==> src/rtl/cfg_seq_pkg.sv <==
// Shared definitions for the configuration-chain sequencer: register
// indices, CTRL/STATUS bit positions and the sequencer state encoding.
package cfg_seq_pkg;

  localparam int WORD_W = 32;

  // Register index taken from wb_adr_i[3:2] (byte offsets 0x0/0x4/0x8/0xC).
  localparam logic [1:0] ADR_DATA   = 2'd0;
  localparam logic [1:0] ADR_LEN    = 2'd1;
  localparam logic [1:0] ADR_CTRL   = 2'd2;
  localparam logic [1:0] ADR_STATUS = 2'd3;

  // CTRL bits
  localparam int CTRL_START = 0;
  localparam int CTRL_ABORT = 1;

  // STATUS bits
  localparam int STAT_BUSY    = 0;
  localparam int STAT_DONE    = 1;
  localparam int STAT_LVL_LSB = 4;
  localparam int STAT_LVL_W   = 4;
  localparam int STAT_OVF     = 8;

  typedef enum logic [1:0] {
    ST_IDLE  = 2'd0,
    ST_LOAD  = 2'd1,
    ST_SHIFT = 2'd2,
    ST_SET   = 2'd3
  } state_t;

endpackage

==> src/rtl/cfg_seq_fifo.sv <==
// Small synchronous FIFO for config words. Combinational read of the head
// entry, level counter that saturates at DEPTH, synchronous flush.
module cfg_seq_fifo
  import cfg_seq_pkg::*;
#(
  parameter int DEPTH = 4,
  parameter int W     = WORD_W,
  parameter int AW    = $clog2(DEPTH),
  parameter int LW    = $clog2(DEPTH + 1)
) (
  input  logic          clk,
  input  logic          rst_n,
  input  logic          i_push,
  input  logic [W-1:0]  i_wdata,
  input  logic          i_pop,
  input  logic          i_flush,
  output logic [W-1:0]  o_rdata,
  output logic [LW-1:0] o_level,
  output logic          o_full,
  output logic          o_empty
);

  logic [W-1:0]  r_mem [DEPTH];
  logic [AW-1:0] r_wr_ptr;
  logic [AW-1:0] r_rd_ptr;
  logic [LW-1:0] r_level;
  logic          w_push;
  logic          w_pop;

  assign o_full  = (r_level == LW'(DEPTH));
  assign o_empty = (r_level == '0);
  assign w_push  = i_push && !o_full && !i_flush;
  assign w_pop   = i_pop && !o_empty && !i_flush;
  assign o_rdata = r_mem[r_rd_ptr];
  assign o_level = r_level;

  // Word storage.
  // NOTE: the storage array has no reset; only pointers and level define
  // which entries are valid, so resetting it would only cost flops.
  always_ff @(posedge clk) begin
    if (w_push) r_mem[r_wr_ptr] <= i_wdata;
  end

  // Pointers wrap modulo DEPTH (power of two); level tracks occupancy.
  always_ff @(posedge clk or negedge rst_n) begin
    if (!rst_n) begin
      r_wr_ptr <= '0;
      r_rd_ptr <= '0;
      r_level  <= '0;
    end else if (i_flush) begin
      r_wr_ptr <= '0;
      r_rd_ptr <= '0;
      r_level  <= '0;
    end else begin
      if (w_push) r_wr_ptr <= r_wr_ptr + 1'b1;
      if (w_pop)  r_rd_ptr <= r_rd_ptr + 1'b1;
      case ({w_push, w_pop})
        2'b10:   r_level <= r_level + 1'b1;
        2'b01:   r_level <= r_level - 1'b1;
        default: r_level <= r_level;
      endcase
    end
  end

endmodule

==> src/rtl/cfg_chain_sequencer.sv <==
// Wishbone slave that buffers config words and serialises them LSB-first
// onto the fabric config chain, followed by a latch strobe and an IRQ pulse.
module cfg_chain_sequencer
  import cfg_seq_pkg::*;
#(
  parameter int FIFO_DEPTH = 4,
  parameter int CNT_W      = 16,
  parameter int SET_CYCLES = 2
) (
  input  logic        clk,
  input  logic        rst_n,
  input  logic        wb_cyc_i,
  input  logic        wb_stb_i,
  input  logic        wb_we_i,
  input  logic [3:0]  wb_adr_i,
  input  logic [31:0] wb_dat_i,
  output logic        wb_ack_o,
  output logic [31:0] wb_dat_o,
  output logic        cfg_en_o,
  output logic        cfg_data_o,
  output logic        cfg_set_o,
  output logic        busy_o,
  output logic        irq_o
);

  localparam int LW   = $clog2(FIFO_DEPTH + 1);
  localparam int SC_W = $clog2(SET_CYCLES + 1);

  // Bus side
  logic              r_ack;
  logic [31:0]       r_rdata;
  logic [CNT_W-1:0]  r_len;
  logic              r_ovf;
  logic              r_done;
  logic              w_acc;
  logic              w_wr;
  logic [1:0]        w_reg;
  logic [31:0]       w_status;
  logic [31:0]       w_rd_mux;
  logic              w_start;
  logic              w_abort;
  logic              w_unused;

  // Sequencer side
  state_t            r_state;
  logic [CNT_W-1:0]  r_rem;
  logic [WORD_W-1:0] r_shreg;
  logic [5:0]        r_wbits;
  logic [SC_W-1:0]   r_set_cnt;
  logic              r_cfg_en;
  logic              r_cfg_data;
  logic              r_cfg_set;
  logic              r_irq;
  logic              w_busy;
  logic              w_done_set;

  // FIFO
  logic              w_push;
  logic              w_pop;
  logic [WORD_W-1:0] w_fifo_rdata;
  logic [LW-1:0]     w_level;
  logic              w_full;
  logic              w_empty;

  assign w_acc    = wb_cyc_i && wb_stb_i && !r_ack;
  assign w_wr     = w_acc && wb_we_i;
  assign w_reg    = wb_adr_i[3:2];
  assign w_unused = ^wb_adr_i[1:0];
  assign w_busy   = (r_state != ST_IDLE);

  assign w_abort  = w_wr && (w_reg == ADR_CTRL) && wb_dat_i[CTRL_ABORT];
  assign w_start  = w_wr && (w_reg == ADR_CTRL) && wb_dat_i[CTRL_START] && !wb_dat_i[CTRL_ABORT];
  assign w_push   = w_wr && (w_reg == ADR_DATA) && !w_full;
  assign w_pop    = (r_state == ST_LOAD) && !w_empty && !w_abort;

  assign w_done_set = (r_state == ST_SET) && (r_set_cnt == '0) && !w_abort;

  cfg_seq_fifo #(
    .DEPTH (FIFO_DEPTH),
    .W     (WORD_W)
  ) u_fifo (
    .clk     (clk),
    .rst_n   (rst_n),
    .i_push  (w_push),
    .i_wdata (wb_dat_i),
    .i_pop   (w_pop),
    .i_flush (w_abort),
    .o_rdata (w_fifo_rdata),
    .o_level (w_level),
    .o_full  (w_full),
    .o_empty (w_empty)
  );

  // Status word assembly and read-data selection.
  // NOTE: every output of an always_comb gets a default first so no path
  // leaves it unassigned and no latch is inferred.
  always_comb begin
    w_status                                = '0;
    w_status[STAT_BUSY]                     = w_busy;
    w_status[STAT_DONE]                     = r_done;
    w_status[STAT_LVL_LSB +: STAT_LVL_W]    = STAT_LVL_W'(w_level);
    w_status[STAT_OVF]                      = r_ovf;
    w_rd_mux = '0;
    case (w_reg)
      ADR_LEN:    w_rd_mux = 32'(r_len);
      ADR_STATUS: w_rd_mux = w_status;
      default:    w_rd_mux = '0;
    endcase
  end

  // Wishbone ack/read data and register write side effects, all on the ack edge.
  // NOTE: sequential state uses non-blocking assignments so every flop
  // samples pre-edge values regardless of statement order.
  always_ff @(posedge clk or negedge rst_n) begin
    if (!rst_n) begin
      r_ack   <= 1'b0;
      r_rdata <= '0;
      r_len   <= '0;
      r_ovf   <= 1'b0;
      r_done  <= 1'b0;
    end else begin
      r_ack   <= w_acc;
      r_rdata <= (w_acc && !wb_we_i) ? w_rd_mux : '0;
      if (w_wr && (w_reg == ADR_DATA) && w_full) r_ovf <= 1'b1;
      if (w_wr && (w_reg == ADR_LEN) && !w_busy) r_len <= wb_dat_i[CNT_W-1:0];
      if (w_wr && (w_reg == ADR_STATUS)) begin
        if (wb_dat_i[STAT_OVF])  r_ovf  <= 1'b0;
        if (wb_dat_i[STAT_DONE]) r_done <= 1'b0;
      end
      // Completion beats a simultaneous W1C so a finished load is never lost.
      if (w_done_set) r_done <= 1'b1;
    end
  end

  // Sequencer FSM with registered chain outputs. r_shreg holds the bits not
  // yet driven; the bit on cfg_data_o has already been shifted out of it.
  always_ff @(posedge clk or negedge rst_n) begin
    if (!rst_n) begin
      r_state    <= ST_IDLE;
      r_rem      <= '0;
      r_shreg    <= '0;
      r_wbits    <= '0;
      r_set_cnt  <= '0;
      r_cfg_en   <= 1'b0;
      r_cfg_data <= 1'b0;
      r_cfg_set  <= 1'b0;
      r_irq      <= 1'b0;
    end else begin
      r_irq <= 1'b0;
      if (w_abort) begin
        r_state    <= ST_IDLE;
        r_cfg_en   <= 1'b0;
        r_cfg_data <= 1'b0;
        r_cfg_set  <= 1'b0;
      end else begin
        case (r_state)
          ST_IDLE: begin
            if (w_start && (r_len != '0)) begin
              r_state <= ST_LOAD;
              r_rem   <= r_len;
            end
          end
          ST_LOAD: begin
            if (!w_empty) begin
              r_shreg    <= w_fifo_rdata >> 1;
              r_cfg_data <= w_fifo_rdata[0];
              r_cfg_en   <= 1'b1;
              r_wbits    <= 6'd32;
              r_state    <= ST_SHIFT;
            end
          end
          ST_SHIFT: begin
            r_shreg <= r_shreg >> 1;
            r_rem   <= r_rem - 1'b1;
            r_wbits <= r_wbits - 1'b1;
            if (r_rem == CNT_W'(1)) begin
              r_state    <= ST_SET;
              r_cfg_en   <= 1'b0;
              r_cfg_data <= 1'b0;
              r_cfg_set  <= 1'b1;
              r_set_cnt  <= SC_W'(SET_CYCLES - 1);
            end else if (r_wbits == 6'd1) begin
              r_state    <= ST_LOAD;
              r_cfg_en   <= 1'b0;
              r_cfg_data <= 1'b0;
            end else begin
              r_cfg_data <= r_shreg[0];
            end
          end
          ST_SET: begin
            if (r_set_cnt == '0) begin
              r_state   <= ST_IDLE;
              r_cfg_set <= 1'b0;
              r_irq     <= 1'b1;
            end else begin
              r_set_cnt <= r_set_cnt - 1'b1;
            end
          end
          default: r_state <= ST_IDLE;
        endcase
      end
    end
  end

  assign wb_ack_o   = r_ack;
  assign wb_dat_o   = r_rdata;
  assign cfg_en_o   = r_cfg_en;
  assign cfg_data_o = r_cfg_data;
  assign cfg_set_o  = r_cfg_set;
  assign busy_o     = w_busy;
  assign irq_o      = r_irq;

endmodule
==> config.mk <==
export PLATFORM = sky130hd
export DESIGN_NAME = cfg_chain_sequencer
export DESIGN_NICKNAME = d
export VERILOG_FILES = /design/src/rtl/cfg_seq_pkg.sv /design/src/rtl/cfg_seq_fifo.sv /design/src/rtl/cfg_chain_sequencer.sv
export SDC_FILE = /design/constraint.sdc
export NUM_CORES = 1
export LEC_CHECK = 0
export CORE_ASPECT_RATIO = 0.75
export CORE_UTILIZATION = 52
export CTS_BUF_LIST = sky130_fd_sc_hd__clkbuf_16
export DETAILED_ROUTE_END_ITERATION = 8
export PLACE_DENSITY = 0.75
export SLEW_MARGIN = 10
export SYNTH_ARGS = -nofsm -noshare
export SYNTH_HDL_FRONTEND = slang
export SYNTH_SLANG_ARGS = --single-unit
==> constraint.sdc <==
create_clock -name clk -period 2.7 [get_ports clk]
set_input_delay 0.54 -clock clk [delete_from_list [all_inputs] [get_ports clk]]
set_output_delay 0.54 -clock clk [all_outputs]
set_load 0.01 [all_outputs]
==> results.json, run 1 <==
{
  "final_area_um2": 11800,
  "cts_tree": "built",
  "dp_hpwl_um": 13400,
  "synth_top_area_frac": 0.386,
  "pin_count": 79,
  "path_cells": "inv_1 -> ha_2 -> inv_1 -> clkdlybuf4s50_1",
  "powerDensity_nw_per_um2": 1020,
  "die_area_um2": 19700,
  "worst_setup_path_end_kind": "output pin",
  "synth-seq-area-share": 0.645,
  "cts.clk_slew.worst_paths_ns": 0.06,
  "crit_path_top_delay_cell": "clkdlybuf4s50_1",
  "finalSetupTns_ns": 0,
  "cts_inserted_buffers": 23,
  "clock_skew_ns": 0.00676,
  "use_met2": 0.358,
  "max_freq_ghz": 0.391,
  "routed_wl_um": 20800,
  "slew_violations": 0,
  "start_kind": "flop",
  "first_iter_violations": 465,
  "drc": 0,
  "grt_util_met1": 0.313,
  "routedWlPerCell_um": 19.8,
  "drt_first_pass_iters": 5,
  "synthArstFlopShare": 0.446,
  "diodes": 0,
  "leakagePower_uw": 0.00466,
  "avgSynthCellArea_um2": 14.2,
  "clock_path_buffers": 3,
  "status": "finished, final reports clean",
  "period_needed_ns": 2.56,
  "grt-ovfl-total": 0,
  "grt.busiest_layer": "met2",
  "worst-setup-path-type": "reg2out",
  "vias": 6129,
  "ys_ff_latch": 231,
  "arrival_ns": 2.02,
  "grt_max_degree": 55,
  "clock_sinks": 231,
  "fin_util": 0.634,
  "rsz0062_at_grt": "no",
  "min-delay-path-class": "reg2reg",
  "cap_violations": 0,
  "tightest_slew_ns": 0.821,
  "yosysWarnings": 0,
  "gp_congestion": 0.915,
  "cts_setup_buffers": 0,
  "clock-root-buffer": "clkbuf_16",
  "syn_area_um2": 9950,
  "period_share": 0.947,
  "slew_headroom": 0.453,
  "synth-edff-count": 128,
  "ir_drop_mv": 0.600,
  "area_delta_synth_final_pct": 18.6,
  "core_um2": 18600,
  "drive_above_1_share": 0.169,
  "grt_use_met3": 0.0354,
  "io_buffers": 60,
  "insertion_delay_ns": 0.51,
  "cp_num_buf_inv": 3,
  "setup_viol": 0,
  "crit_fanout": 6,
  "rows": 43,
  "synth_cell_types": 59,
  "ys.flop_type": "edfxtp_1",
  "synth_area_leader_cell": "edfxtp_1",
  "worst_slack_ns": 0.142,
  "synthTopCellsByArea": "edfxtp_1 39%, dfrtp_1 26%, mux4_2 7.2%",
  "critPathMaxStageDelay_ns": 0.56,
  "path_delay_family": "buffers and inverters",
  "grt_use_total": 0.221,
  "synth_cells": 703,
  "via_per_inst": 5.83,
  "antenna_found_initial": 0,
  "p_total_uw": 12000,
  "dieHeight_um": 122,
  "start_util": 0.535,
  "drtAntennaViolNets": 0,
  "placed_cell_area_um2": 11000,
  "cts-htree-levels": 1,
  "first_global_vias": 6431,
  "finalNetCount": 844,
  "grt_pass1_wl_um": 33600,
  "cp_common_cell": "inv_1",
  "hold_viol": 0,
  "required_ns": 2.16,
  "die_x_um": 162,
  "dp_slack_ns": -0.294
}
## metal layers
layer,share of wire,vias up
li1,-,2796
met1,0.44,3083
met2,0.48,213
met3,0.059,37
met4,0.021,0
met5,0,-
## stage by stage
| stage | instances | hold WS (ns) |
|---|---|---|
| floorplan | 718 | 0.244 |
| global placement | 1008 | 0.461 |
| detailed placement | 1008 | 0.471 |
| CTS | 1051 | 0.485 |
| global route | 1051 | 0.509 |
| finish | 1051 | 0.480 |
## state kept, by name, summed over array words and instances, names as in the netlist, 2 cells and up
register / flops
r_rem: 16
r_len: 16
u_fifo.r_wr_ptr: 2
r_wbits: 6
u_fifo.o_level: 3
r_shreg: 31
wb_dat_o: 16
r_set_cnt: 2
u_fifo.r_rd_ptr: 2
u_fifo.r_mem: 128
r_state: 2
## worst paths after layout
| kind | start | endpoint | slack, ns | cells after the start |
|---|---|---|---|---|
| min reg2reg | r_shreg[17]$_DFFE_PN0P_ | r_shreg[17]$_DFFE_PN0P_ | 0.48 | 2 |
| max in group asynchronous | rst_n | r_shreg[11]$_DFFE_PN0P_ | 1.48 | 3 |
| max reg2reg | wb_ack_o$_DFF_PN0_ | u_fifo.o_level[2]$_DFFE_PN0P_ | 0.27 | 8 |
| min in group asynchronous | rst_n | irq_o$_DFF_PN0_ | 0.50 | 2 |
| min | r_shreg[17]$_DFFE_PN0P_ | r_shreg[17]$_DFFE_PN0P_ | 0.48 | 2 |
| max | r_state[1]$_DFFE_PN0P_ | busy_o | 0.14 | 4 |
## placed cells by master (no fill, tap or decap), types with 3 or more instances in the layout
cell type          n
mux2i_1           41
bufinv_16          3
nor3b_1            3
and3_1             4
o31ai_1            4
dfrtp_1          102
nor3_1            10
clkinvlp_4         3
nand3_1           19
nand4_1            4
buf_12             9
edfxtp_1         128
nand2_1           54
a21oi_1           19
nor2_1            36
or3_1              6
buf_4             28
nor4_1            13
ha_1              14
and2_1            15
clkinv_2           3
clkdlybuf4s50_1   59
inv_1             22
clkinv_1           5
o32ai_1            3
a31oi_1            3
xor2_1             3
clkbuf_16         23
a211oi_1           8
conb_1            16
mux4_2            32
mux2_2            16
o22ai_1            7
o21ai_0           45
## cells by family (layout without fill, tap and decap cells)
group | count (synthesis) | after routing | share of synthesized area
AO/OA/AOI/OAI | 106 | 106 | 0.0680
XOR/XNOR | 4 | 4 | 0.00352
adder cells (fa/ha/maj) | 16 | 16 | 0.0209
buffers and inverters | 72 | 158 | 0.0357
flip-flops | 231 | 231 | 0.645
multiplexers | 90 | 90 | 0.133
other | 1 | 16 | 0.000377
AND/OR/NAND/NOR | 183 | 183 | 0.0931
## synthesized netlist by cell type (4+ instances only)
master    count
nor4_1       14
dfrtp_1     103
nor2_1       36
mux2_2       16
nand3_1      19
a211oi_1      8
nand2_1      54
nor3_1       11
or3_1         6
clkbuf_1     22
o31ai_1       4
o22ai_1       7
buf_1        10
inv_1        19
and2_1       15
mux2i_1      41
and3_1        4
o21ai_0      45
edfxtp_1    128
buf_4        16
ha_1         15
mux4_2       32
nand4_1       4
a21oi_1      19
## area by class of cell
class                           count  area, um2
Inverter                           19       71.3
Clock inverter                     19        170
Multi-Input combinational cell    415       3260
Tap cell                          247        309
Sequential cell                   231       6420
Clock buffer                       23        576
Timing Repair Buffer               97        991
Fill cell                        1375       6820
## tightest hold or removal path: cells and delay by family, from the launching register on
family / cells / cell delay, ns
flip-flops: 1 / 0.34
AO/OA/AOI/OAI: 1 / 0.06
AND/OR/NAND/NOR: 1 / 0.05
## power by group
group          internal (uW)  total [uW]  leakage, uW  switching (uW)
sequential              4380        5050      0.00244             672
clock                   1840        3150     0.000372            1310
combinational           1810        3830      0.00185            2020
total                   8030       12000      0.00466            4000
## what timing repair did
item,4_1_cts,5_1_grt
endpoints found under the hold margin,25,0
endpoints found under the setup margin,0,1
hold buffers,1,0
resized for setup,0,1
(Power assumes the default switching activity.)
==> run 2, diff against run 1 <==
--- a/config.mk
+++ b/config.mk
@@ -6,10 +6,10 @@
 export NUM_CORES = 1
 export LEC_CHECK = 0
 export CORE_ASPECT_RATIO = 0.75
-export CORE_UTILIZATION = 52
+export CORE_UTILIZATION = 45
 export CTS_BUF_LIST = sky130_fd_sc_hd__clkbuf_16
 export DETAILED_ROUTE_END_ITERATION = 8
-export PLACE_DENSITY = 0.75
+export PLACE_DENSITY = 0.64
 export SLEW_MARGIN = 10
 export SYNTH_ARGS = -nofsm -noshare
 export SYNTH_HDL_FRONTEND = slang
==> constraint.sdc (replaced) <==
create_clock -name clk -period 2.8 [get_ports clk]
set_input_delay 0.56 -clock clk [delete_from_list [all_inputs] [get_ports clk]]
set_output_delay 0.56 -clock clk [all_outputs]
set_load 0.01 [all_outputs]
==> results.json, run 2 (synthesis results as in run 1) <==
{
  "grt-ovfl-total": 0,
  "dp_hpwl_um": 13500,
  "gp_congestion": 0.878,
  "status": "finished, final reports clean",
  "largest_reg_flops": 128,
  "routed_wl_um": 20900,
  "finalNetCount": 840,
  "grt_pass1_wl_um": 33600,
  "insertion_delay_ns": 0.51,
  "cap_violations": 0,
  "first_iter_violations": 452,
  "diodes": 0,
  "seqCellArea_um2": 6420,
  "seqPwrFrac": 0.420,
  "core_um2": 21400,
  "swShare": 0.327,
  "p_switching_uw": 3760,
  "cts_inserted_buffers": 23,
  "worst_setup_path_end_kind": "output pin",
  "ir_drop_mv": 0.484,
  "drt_first_pass_iters": 4,
  "drc": 0,
  "routedWlPerCell_um": 19.2,
  "period_needed_ns": 2.64,
  "dieHeight_um": 131,
  "mostFrequentLayoutCells": "128 x edfxtp_1, 102 x dfrtp_1, 59 x clkdlybuf4s50_1",
  "cts_setup_buffers": 0,
  "die_x_um": 174,
  "rsz0062_at_grt": "no",
  "final_common_cell": "edfxtp_1",
  "cts-htree-levels": 1,
  "r2r.worst_path.cells": 7,
  "area_delta_synth_final_pct": 18.6,
  "drive_above_1_share": 0.160,
  "clock_sinks": 231,
  "fillers": 1724,
  "drtAntennaViolNets": 0,
  "clock-root-buffer": "clkbuf_16",
  "clock_path_buffers": 3,
  "start_util": 0.465,
  "multi_input_area_um2": 3250,
  "hold_viol": 0,
  "arrival_ns": 2.08,
  "tightest_slew_ns": 0.791,
  "reg_top3": "u_fifo.r_mem x128, r_shreg x31",
  "pin_count": 79,
  "leakagePower_uw": 0.00464,
  "required_ns": 2.24,
  "intPower_uw": 7720,
  "period_share": 0.945,
  "max_freq_ghz": 0.378,
  "cts_hold_buf": 0,
  "slew_headroom": 0.473,
  "final_area_um2": 11800,
  "p_comb_frac": 0.320,
  "io_buffers": 60,
  "cts_resized": 0,
  "finalSetupTns_ns": 0,
  "min-delay-path-class": "in2async",
  "vias": 6028,
  "cts_tree": "built",
  "clock_skew_ns": 0.0119,
  "grt_max_degree": 49,
  "largest_register": "u_fifo.r_mem",
  "setup_viol": 0,
  "slew_violations": 0,
  "grt_use_total": 0.191,
  "first_global_vias": 6214,
  "via_per_inst": 5.54,
  "start_kind": "flop",
  "die_area_um2": 22700,
  "crit_fanout": 6,
  "placed_cell_area_um2": 11100,
  "antenna_found_initial": 0,
  "worst-setup-path-type": "reg2out",
  "cts.clk_slew.worst_paths_ns": 0.06,
  "powerDensity_nw_per_um2": 973,
  "rows": 46,
  "pwr-share-clk": 0.259
}
==> run 2: final cells by class <==
type | instances | share of cell area
Inverter | 19 | 0.00604
Tap cell | 288 | 0.0305
Clock buffer | 23 | 0.0488
Clock inverter | 19 | 0.0137
Timing Repair Buffer | 93 | 0.0812
Multi-Input combinational cell | 415 | 0.276
Sequential cell | 231 | 0.544
==> run 2: routing by layer <==
layer  wire, um  track usage  share of wire  vias up
met5          0            0              0        -
met3       1130       0.0281          0.054       28
met2       9730        0.317           0.47      177
met4        416       0.0531          0.020        0
li1           -            -              -     2771
met1       9590        0.268           0.46     3052
==> run 2: power groups by stage <==
stage	logic [uW]	clock network [uW]	registers [uW]
3_5_place_dp	3710	0	4870
6_report	3680	2980	4820
4_1_cts	3740	3050	4810
5_1_grt	4090	3190	4900
3_3_place_gp	3530	0	4830
2_1_floorplan	2760	0	4650
==> run 2: worst paths after layout <==
check	start	endpoint	slack, ns
min reg2reg	r_shreg[18]$_DFFE_PN0P_	r_shreg[18]$_DFFE_PN0P_	0.48
max reg2reg	r_rem[1]$_DFFE_PN0P_	r_set_cnt[0]$_DFFE_PN0P_	0.40
min	rst_n	r_set_cnt[0]$_DFFE_PN0P_	0.03
max in group asynchronous	rst_n	r_shreg[24]$_DFFE_PN0P_	2.16
min in group clk	r_shreg[18]$_DFFE_PN0P_	r_shreg[18]$_DFFE_PN0P_	0.48
max	r_state[1]$_DFFE_PN0P_	busy_o	0.16
==> run 2: worst max-delay path: stages, from the launching register on <==
cell	delay, ns
dfrtp_1	0.45
inv_1	0.12
ha_1	0.27
inv_1	0.18
clkdlybuf4s50_1	0.57
==> run 2: stage by stage <==
| step | total power, uW | cells | util | hold WS [ns] | setup slack [ns] |
|---|---|---|---|---|---|
| after floorplan | 7420 | 718 | - | 0.264 | 0.0307 |
| after global placement | 8360 | 1046 | 0.517 | 0.462 | -0.0956 |
| after detailed placement | 8580 | 1046 | 0.517 | 0.470 | -0.116 |
| after CTS | 11600 | 1088 | 0.551 | 0.0365 | 0.159 |
| after global routing | 12200 | 1088 | 0.551 | 0.0626 | 0.0630 |
| final | 11500 | 1088 | 0.551 | 0.0333 | 0.155 |
==> run 3, diff against run 2 <==
==> constraint.sdc (replaced) <==
create_clock -name clk -period 2.6 [get_ports clk]
set_input_delay 0.52 -clock clk [delete_from_list [all_inputs] [get_ports clk]]
set_output_delay 0.52 -clock clk [all_outputs]
set_load 0.01 [all_outputs]
==> results.json, run 3 (synthesis results as in run 1) <==
{
  "grt-ovfl-total": 0,
  "pin_count": 79,
  "crit_fanout": 6,
  "cts_hold_buf": 0,
  "final_area_um2": 11900,
  "cp_common_cell": "inv_1",
  "path_delay_family": "buffers and inverters",
  "largest_reg_flops": 128,
  "core_um2": 21400,
  "cts.clk_slew.worst_paths_ns": 0.06,
  "first_global_vias": 6210,
  "clock-root-buffer": "clkbuf_16",
  "cp_num_buf_inv": 3,
  "max_freq_ghz": 0.392,
  "dp_slack_ns": -0.213,
  "diodes": 0,
  "crit_path_top_delay_cell": "clkdlybuf4s50_1",
  "setup_viol": 0,
  "period_share": 0.982,
  "drc": 0,
  "critPathMaxStageDelay_ns": 0.58,
  "drtAntennaViolNets": 0,
  "slew_violations": 0,
  "antenna_found_initial": 0,
  "placed_cell_area_um2": 11200,
  "worst_slack_ns": 0.0467,
  "via_per_inst": 5.57,
  "drive_above_1_share": 0.174,
  "drt_first_pass_iters": 5,
  "finalNetCount": 849,
  "clock_sinks": 231,
  "largest_register": "u_fifo.r_mem",
  "seqCellArea_um2": 6420,
  "area_delta_synth_final_pct": 19.1,
  "fillers": 1734,
  "clock_skew_ns": 0.0170,
  "gp_congestion": 0.882,
  "insertion_delay_ns": 0.51,
  "cts_inserted_buffers": 23,
  "cap_violations": 0,
  "path_cells": "inv_1 -> ha_2 -> inv_1 -> clkdlybuf4s50_1",
  "worst-setup-path-type": "reg2out",
  "die_area_um2": 22700,
  "hold_viol": 0,
  "routed_wl_um": 20900,
  "grt_pass1_wl_um": 33300,
  "grt_use_total": 0.190,
  "first_iter_violations": 404,
  "vias": 6105,
  "cts_tree": "built",
  "routedWlPerCell_um": 19.0,
  "leakagePower_uw": 0.00468,
  "period_needed_ns": 2.55,
  "dieHeight_um": 131,
  "min-delay-path-class": "in2async",
  "slew_headroom": 0.506,
  "start_util": 0.465,
  "multi_input_area_um2": 3260,
  "required_ns": 2.08,
  "rsz0062_at_grt": "no",
  "ir_drop_mv": 0.508,
  "final_common_cell": "edfxtp_1",
  "reg_top3": "u_fifo.r_mem x128, r_shreg x31",
  "die_x_um": 174,
  "start_kind": "flop",
  "arrival_ns": 2.03,
  "clock_path_buffers": 3,
  "worst_setup_path_end_kind": "output pin",
  "hold-worst-slack_ns": 0.0770,
  "tightest_slew_ns": 0.734,
  "status": "finished, final reports clean",
  "grt_max_degree": 52,
  "io_buffers": 60,
  "dp_hpwl_um": 13400,
  "mostFrequentLayoutCells": "128 x edfxtp_1, 102 x dfrtp_1, 59 x clkdlybuf4s50_1",
  "powerDensity_nw_per_um2": 1030,
  "rows": 46,
  "cts-htree-levels": 1
}
==> run 3: worst register-to-register path, delay by kind of cell, from the launching register on <==
family                   cells  cell delay, ns
AO/OA/AOI/OAI                1            0.11
buffers and inverters        1            0.10
multiplexers                 1            0.32
AND/OR/NAND/NOR              3            1.23
adder cells (fa/ha/maj)      1            0.14
flip-flops                   1            0.39
==> run 3: area by class of cell <==
class | instances | area share
Multi-Input combinational cell | 415 | 0.275
Tap cell | 288 | 0.0304
Inverter | 19 | 0.00601
Clock buffer | 23 | 0.0485
Timing Repair Buffer | 102 | 0.0886
Clock inverter | 19 | 0.00960
Sequential cell | 231 | 0.542
==> run 3: routing by layer <==
| layer | part of all wire | GRT usage | up-vias |
|---|---|---|---|
| li1 | - | - | 2797 |
| met1 | 0.47 | 0.268 | 3092 |
| met2 | 0.46 | 0.305 | 187 |
| met3 | 0.056 | 0.0344 | 29 |
| met4 | 0.019 | 0.0537 | 0 |
| met5 | 0 | 0 | - |
==> run 3: power by group <==
part | total, uW | switching, uW | internal (uW)
sequential | 5230 | 677 | 4550
combinational | 3980 | 2050 | 1930
clock | 3060 | 1350 | 1710
==> run 3: path summary, 6_finish.rpt <==
kind / startpoint / endpoint / slack (ns) / depth (start not counted)
worst max-delay path: r_state[0]$_DFFE_PN0P_ / busy_o / 0.05 / 4
worst min-delay path: rst_n / u_fifo.o_level[1]$_DFFE_PN0P_ / 0.08 / 1
worst max register to register: r_rem[1]$_DFFE_PN0P_ / r_set_cnt[0]$_DFFE_PN0P_ / 0.19 / 7
worst min register to register: r_shreg[24]$_DFFE_PN0P_ / r_shreg[24]$_DFFE_PN0P_ / 0.48 / 2
max in group asynchronous: rst_n / wb_ack_o$_DFF_PN0_ / 1.83 / 2
min in group clk: r_shreg[24]$_DFFE_PN0P_ / r_shreg[24]$_DFFE_PN0P_ / 0.48 / 2
==> run 3: per-stage QoR <==
stage / power [uW] / util / std cells / TNS, ns
after detailed placement: 9270 / 0.521 / 1054 / -0.278
after floorplan: 7990 / - / 718 / 0
after CTS: 12400 / 0.554 / 1097 / 0
after global routing: 13000 / 0.554 / 1097 / 0
after global placement: 9090 / 0.521 / 1054 / -0.204
final: 12300 / 0.554 / 1097 / 0
==> run 3: repair_timing <==
item                                    CTS  global route
pin swaps                                 0             0
endpoints found under the setup margin    1             1
resized for setup                         0             1
buffers inserted                          1             0
